--- src/rtl/traffic_pkg.sv ---
// Shared encodings for the traffic-light controller and its phase timer.
// Phase codes match the light FSM state register; timer states are local.
// No logic here: types only.
package traffic_pkg;

  // Light phases as encoded by the traffic-light FSM state register
  typedef enum logic [1:0] {
    S0 = 2'b00,
    S1 = 2'b01,
    S2 = 2'b10,
    S3 = 2'b11
  } phase_t;

  // Interval timer control states
  typedef enum logic [1:0] {
    IDLE    = 2'b00,
    RUN     = 2'b01,
    EXPIRED = 2'b10
  } timer_state_t;

endpackage

--- src/rtl/tick_gen.sv ---
// Prescaler: divides Clk_i into one-cycle Tick_o pulses every PRESCALE cycles.
// Latency: first tick in the PRESCALE-th running cycle after a clear.
// Backpressure: none; Clear_i or Run_i low parks the prescaler at 0.
module tick_gen #(
  parameter int PRESCALE = 50000000
) (
  input  logic Clk_i,
  input  logic Rst_i,
  input  logic Clear_i,
  input  logic Run_i,
  output logic Tick_o
);

  localparam int PW = (PRESCALE > 2) ? $clog2(PRESCALE) : 1;
  localparam logic [PW-1:0] LAST = PW'(PRESCALE - 1);

  logic [PW-1:0] presc_q;

  // A clear in the same cycle as the terminal count suppresses the tick
  assign Tick_o = Run_i & ~Clear_i & (presc_q == LAST);

  // Prescaler counts 0..PRESCALE-1 while running, otherwise held at 0
  always_ff @(posedge Clk_i or posedge Rst_i) begin
    if (Rst_i) begin
      presc_q <= '0;
    end else if (Clear_i || !Run_i) begin
      presc_q <= '0;
    end else if (presc_q == LAST) begin
      presc_q <= '0;
    end else begin
      presc_q <= presc_q + PW'(1);
    end
  end

endmodule

--- src/rtl/traffic_timer.sv ---
// Phase interval timer feeding TS/TL timeout qualifiers to the light FSM.
// Latency: TS after SHORT_TICKS*PRESCALE cycles in RUN, TL after LONG_TICKS*PRESCALE.
// Backpressure: none; any phase change or Restart_i re-times the phase from zero.
module traffic_timer
  import traffic_pkg::*;
#(
  parameter int PRESCALE    = 50000000,
  parameter int SHORT_TICKS = 5,
  parameter int LONG_TICKS  = 25,
  parameter int CNT_W       = 8
) (
  input  logic             Clk_i,
  input  logic             Rst_i,
  input  logic             Enable_i,
  input  logic             Restart_i,
  input  logic [1:0]       CurrentState_i,
  output logic             TS_o,
  output logic             TL_o,
  output logic [CNT_W-1:0] TickCount_o,
  output logic             Busy_o
);

  localparam logic [CNT_W-1:0] SHORT_C   = CNT_W'(SHORT_TICKS);
  localparam logic [CNT_W-1:0] LONG_C    = CNT_W'(LONG_TICKS);
  localparam logic [CNT_W-1:0] LONG_M1_C = CNT_W'(LONG_TICKS - 1);

  timer_state_t     state_q;
  timer_state_t     state_d;
  phase_t           prev_state_q;
  logic [CNT_W-1:0] count_q;
  logic             state_change;
  logic             restart;
  logic             presc_clear;
  logic             presc_run;
  logic             tick;

  // Phase change seen against last cycle's phase; combinational so the
  // timeout outputs drop in the very cycle the light FSM moves.
  assign state_change = (CurrentState_i != prev_state_q);
  assign restart      = state_change | Restart_i;

  // The prescaler restarts whenever the tick count restarts
  assign presc_clear = ~Enable_i | (state_q == IDLE) | restart;
  assign presc_run   = (state_q == RUN);

  tick_gen #(
    .PRESCALE(PRESCALE)
  ) u_tick_gen (
    .Clk_i  (Clk_i),
    .Rst_i  (Rst_i),
    .Clear_i(presc_clear),
    .Run_i  (presc_run),
    .Tick_o (tick)
  );

  // Track the FSM phase of the previous cycle for change detection
  always_ff @(posedge Clk_i or posedge Rst_i) begin
    if (Rst_i) begin
      prev_state_q <= S0;
    end else begin
      prev_state_q <= phase_t'(CurrentState_i);
    end
  end

  // Timer state register
  always_ff @(posedge Clk_i or posedge Rst_i) begin
    if (Rst_i) begin
      state_q <= IDLE;
    end else begin
      state_q <= state_d;
    end
  end

  // Next state: disable beats restart, restart beats expiry
  always_comb begin
    state_d = state_q;
    if (!Enable_i) begin
      state_d = IDLE;
    end else begin
      case (state_q)
        IDLE:    state_d = RUN;
        RUN: begin
          if (restart) begin
            state_d = RUN;
          end else if (tick && (count_q == LONG_M1_C)) begin
            state_d = EXPIRED;
          end
        end
        EXPIRED: begin
          if (restart) begin
            state_d = RUN;
          end
        end
        default: state_d = IDLE;
      endcase
    end
  end

  // Tick counter: clears on disable/idle/restart, saturates at LONG_TICKS
  always_ff @(posedge Clk_i or posedge Rst_i) begin
    if (Rst_i) begin
      count_q <= '0;
    end else if (!Enable_i || (state_q == IDLE) || restart) begin
      count_q <= '0;
    end else if (state_q == EXPIRED) begin
      count_q <= LONG_C;
    end else if (tick) begin
      count_q <= count_q + CNT_W'(1);
    end
  end

  // Outputs: timeouts masked while idle and during the phase-change cycle
  always_comb begin
    Busy_o      = (state_q == RUN);
    TickCount_o = count_q;
    TS_o        = 1'b0;
    TL_o        = 1'b0;
    if (!state_change && (state_q != IDLE)) begin
      TS_o = (count_q >= SHORT_C);
      TL_o = (count_q >= LONG_C);
    end
  end

endmodule

--- config.mk ---
export PLATFORM = sky130hd
export DESIGN_NAME = traffic_timer
export DESIGN_NICKNAME = d
export VERILOG_FILES = /design/src/rtl/traffic_pkg.sv /design/src/rtl/tick_gen.sv /design/src/rtl/traffic_timer.sv
export SDC_FILE = /design/constraint.sdc
export NUM_CORES = 1
export LEC_CHECK = 0
export BUFFER_PORTS_ARGS = -buffer_cell sky130_fd_sc_hd__clkbuf_2
export CAP_MARGIN = 20
export CORE_MARGIN = 10
export CORE_UTILIZATION = 49
export CTS_CLUSTER_SIZE = 8
export DETAILED_ROUTE_END_ITERATION = 10
export GPL_ROUTABILITY_DRIVEN = 0
export MAX_ROUTING_LAYER = met4
export PLACE_DENSITY = 0.67
export SYNTH_ARGS = -nofsm -noshare
export SYNTH_HDL_FRONTEND = slang
export SYNTH_SLANG_ARGS = --single-unit
--- constraint.sdc ---
create_clock -name Clk_i -period 5.6 [get_ports Clk_i]
set_clock_uncertainty 0.1 [all_clocks]
set_input_delay 0.56 -clock Clk_i [delete_from_list [all_inputs] [get_ports Clk_i]]
set_output_delay 0.56 -clock Clk_i [all_outputs]
set_load 0.01 [all_outputs]
# Yosys cells after proc, flatten, opt, wreduce, memory -nomap -nowiden
# Cells that the tools add are included.
# totals
elab_cells	46
regBits	38
# op_classes
n_mux	12
n_lt_le_gt_ge	2
n_reduce_logical	12
bitwise_logic	7
n_eq_ne	7
add_sub_neg	2
# ops
operator	count
2-to-1 mux 26 bit	2
adder 26 x 1 -> 26 bit (second input constant)	1
equality test 26 bit (second input constant)	1
2-to-1 mux 8 bit	3
adder 8 x 1 -> 8 bit (second input constant)	1
equality test 8 x 5 -> 1 bit (second input constant)	1
>= comparator 8 x 3 -> 1 bit (second input constant)	1
>= comparator 8 x 5 -> 1 bit (second input constant)	1
2-to-1 mux 2 bit	4
one-hot mux 2 bit (3 select lines)	1
inequality test 4 bit (second input constant)	1
logical NOT 1 bit	3
logical OR 1 bit	3
inequality test 3 bit (second input constant)	1
OR 1 bit	3
nonzero test 3 bit	1
AND 1 bit	2
equality test 2 x 1 -> 1 bit (second input constant)	1
equality test 2 bit (second input constant)	1
logical AND 1 bit	2
logical NOT 2 bit	1
2-to-1 mux 1 bit	2
inequality test 2 bit	1
inverter 1 bit	2
other kinds (2)	2

# Depth between registers and ports, before layout
# logic_depth
depth_word	11
depth_mapped	7
mapped_depth_nobuf	6

# Hierarchy
# A second synthesis with hierarchy kept.
# unflattened
cells_unflattened	226
hier_area_um2	2115.8
# by_module_without_submodules
mod	seq_area_each_um2	cells_each	area_each_um2	instances
tick_gen	650.6	151	1400.1	1
traffic_timer	300.3	75	715.7	1

# Worst setup path after synthesis
# No wires, ideal clock.
# synth_path
path_kind	input to output
startpoint	input port CurrentState_i[1]
endpoint	output port TL_o
path_buffers	0
path_stages	3
t_arrival_ns	1.288
path_slack_ns	3.652
cell_sequence	xor2_1 -> or3_1 -> a21oi_1
# synth_via
elab_chain_len	4
# synth_lines
element	line	source
start, declared	traffic_timer.sv:16	input logic [1:0] CurrentState_i,
inequality test 2 bit	traffic_timer.sv:39	assign state_change = (CurrentState_i != prev_state_q);
logical NOT 1 bit	traffic_timer.sv:118	if (!state_change && (state_q != IDLE)) begin
logical AND 1 bit	traffic_timer.sv:118	
2-to-1 mux 1 bit	traffic_timer.sv:118	
end, declared	traffic_timer.sv:18	output logic TL_o,
# No other way between the ends.

# Final worst setup path
# layout_path
startpoint	register u_tick_gen.presc_q[18]
endpoint	register u_tick_gen.presc_q[12]
# layout_via
elab_chain_len	3
# layout_lines
element	line	source
start, declared	tick_gen.sv:17	logic [PW-1:0] presc_q;
start signal, assigned	tick_gen.sv:31	presc_q <= presc_q + PW'(1);
equality test 26 bit	tick_gen.sv:28	end else if (presc_q == LAST) begin
2-to-1 mux 26 bit	tick_gen.sv:28	
2-to-1 mux 26 bit	tick_gen.sv:26	end else if (Clear_i || !Run_i) begin
# No other way between the ends.
# A chain may end at the register's enable or synchronous reset.

==> metrics.md <==
| Metric | Value |
|---|---|
| Xor-xnor portion of the synthesized cell area | 12.3% |
| Fin area | 0.00227 mm2 |
| EDFF count, synth | 0 |
| Clk root buf | clkbuf_8 |
| Seq/Total Area, Yosys | 46.1% |
| Slowest stage delay, CP | 0.75 ns |
| Status | finished, final reports clean |
| Post-synthesis mux area share | 0.485% |
| Buffers on Ports | 16 |
| Most frequent cells in the layout | dfrtp_1 (38), nor2_1 (37), xor2_1 (20) |
| Min-Delay Path Class | in2async |
| Leakage power | 0.946 nW |
| R2r worst-path depth | 5 |
| Vias/cell | 5.52 |
| Mapped Nets | 224 |
| Worst Setup SP | u_tick_gen.presc_q[18]$_DFF_PP0_ |
| Setup TNS | 0 ns |
| # diodes | 0 |
| # Max-Cap Violations | 0 |
| Worst Path Buf+Inv | 0 |
| Worst path depth | 5 |
| Nets | 244 |
| Cts hold-fix bufs | 0 |
| Unrepaired setup endpoints after global routing | false |
| Commonest non-fill, non-tap cell in the layout | dfrtp_1 |
| Total wire length | 4140 um |
| Fin. max-slew vios | 0 |
| Data arrival, critical path | 2.47 ns |
| Commonest register cell after synthesis | dfrtp_1 |
| # rows | 23 |
| Detailed Route Iter0 Violations | 50 |
| Crit start category | flop |
| Overall routing resource usage | 12.3% |
| Worst-path cell chain | nor4_2, and4_1, nand3_4, nand3_1, nor2_1 |
| First-pass DRT Iterations | 4 |
| Inserted Clock Buffers | 5 |
| Reg2reg end | u_tick_gen.presc_q[12]$_DFF_PP0_ |
| CP endpoint kind | flop |
| Power, Total | 0.000476 W |
| DRC | 0 |
| Footprint of the multi-input gates | 0.00105 mm2 |
| Wire length per cell | 14.6 um |
| First-pass GRT wire length | 7230 um |
| Final hold viol count | 0 |
| PwrDens | 210 mW/mm2 |
| Share of post-route cells with drive strength above 1 | 13.7% |
| Detailed placement HPWL | 3010 um |
| Initial Utilization | 51.2% |
| Die width | 84.9 um |
| Final clock period utilization by the worst path | 43.7% |
| Worst VDD drop | 0.0962 mV |
| Worst-path maximum fanout | 25 |
| Filler Cell Count | 362 |
| Largest net degree at the start of global routing | 39 |
| Place WS | 3.04 ns |
| Antenna violations before repair | 0 |
| Vias in the first global route | 1581 |
| R2R Path Start | u_tick_gen.presc_q[18]$_DFF_PP0_ |
| Ports | 17 |
| Delay-heaviest family, CP | simple AND/OR/NAND/NOR gates |
| P&R area growth vs syn | 10.0% |
| Reg area | 951 um2 |
| Post-Synth Simple-Gate Area | 31.0% |
| Setup CP Type | reg2reg |
| CTS Sinks | 38 |
| Reg2reg setup slack | 3.15 ns |
| Die Y | 84.9 um |
| Core ar. | 0.00403 mm2 |
| TritonCTS clock tree | done |
| Postcts setup bufs | 0 |
| Period minus WS final | 2.45 ns |
| GRT overflow | 0 |
| Die Area | 0.00721 mm2 |
| Synth Instances | 214 |
| Synth warnings | 0 |
| Post-CTS sizing | 0 |
| Worst slew pin tran | 0.982 ns |
| Yosys reg bits | 38 |
| Req. time, crit path | 5.62 ns |
| Post-Syn Area | 0.00206 mm2 |
| Deepest clock path buffer count | 2 |
| Max Freq | 408 MHz |
| H-Tree Depth | 2 |
| Post-Synth Adder-Cell Area | 2.42% |
| Async SR Flop Fraction | 100% |
| Syn avg cell area | 9.65 um2 |
| Post-route ant nets | 0 |
| Compound-Gate Fraction of Synth Area | 4.79% |
| Final worst slack | 3.15 ns |
| Post-synth cell types | 39 |
| Reg clk slew, reported paths | 0.07 ns |
| Clk_lat worst skew | 0.28 ns |
| Placed cell areas | 0.00219 mm2 |
| Combinational family with the most area after synthesis | simple AND/OR/NAND/NOR gates |
| Via Count | 1563 |
| Slew margin rel. | 34.3% |
| Setup-failing EPs final | 0 |
| Critical path's slowest cell | nand3_1 |
worst reg2reg max path, delay by kind of cell, from the launching register on:
family,cells,cell delay (ns)
flops,1,0.43
simple gates,5,1.76
layer usage:
layer | up-vias | global-route usage (%) | wire (um)
met3 | 6 | 3.73 | 135
met5 | - | - | 0
met4 | 0 | 3.89 | 32
met1 | 756 | 13.9 | 1910
met2 | 17 | 20.5 | 2060
li1 | 784 | - | -
cells by family after synthesis:
group	Yosys count
AOI/OAI and AO/OA	17
DFF	38
adders and majority gates	4
muxes	1
buffers and inverters	13
and+or+nand+nor	112
xor gates and xnor gates	29
where the power goes:
| part | switching [W] | internal, W |
|---|---|---|
| registers | 0.00000137 | 0.000276 |
| clock network | 0.0000883 | 0.0000949 |
| logic | 0.0000118 | 0.00000429 |
cells in the mapped netlist, types with 3 or more instances:
master   number  share of area, %
dfrtp_1      38                46
nor2_1       37               6.7
xor2_1       20               8.5
nand2_1      15               2.7
nand3_1      15               3.6
nand4_1      10               3.0
inv_1         9               1.6
xnor2_1       9               3.8
a21oi_1       7               1.7
nor3_1        5               1.2
nor4_1        5               1.5
ha_1          4               2.4
o21ai_0       4              0.97
and3_1        3              0.91
buf_2         3              0.73
or3_1         3              0.91
through the flow:
step / utilization (%) / std cells / hold slack (ns)
floorplan: - / 214 / 0.375
global placement: 54.3 / 277 / 0.396
finish: 56.4 / 283 / 0.253
CTS: 56.4 / 283 / 0.269
detailed placement: 54.3 / 277 / 0.401
global route: 56.4 / 283 / 0.295
layout make-up:
class	instances	share of cell area (%)
Sequential cell	38	41.9
Timing Repair Buffer	17	3.86
Tap cell	50	2.75
Clock buffer	6	3.64
Multi-Input combinational cell	163	46.4
Inverter	9	1.49
flip-flops by register name, summed over array words and instances (netlist names):
register	flops
state_q	2
TickCount_o	8
u_tick_gen.presc_q	26
prev_state_q	2
worst max path at each step:
stage                                       endpoint
floorplan                                       TL_o
global placement    u_tick_gen.presc_q[11]$_DFF_PP0_
detailed placement  u_tick_gen.presc_q[12]$_DFF_PP0_
CTS                 u_tick_gen.presc_q[12]$_DFF_PP0_
global route        u_tick_gen.presc_q[12]$_DFF_PP0_
finish              u_tick_gen.presc_q[12]$_DFF_PP0_
(Power assumes the default switching activity.)
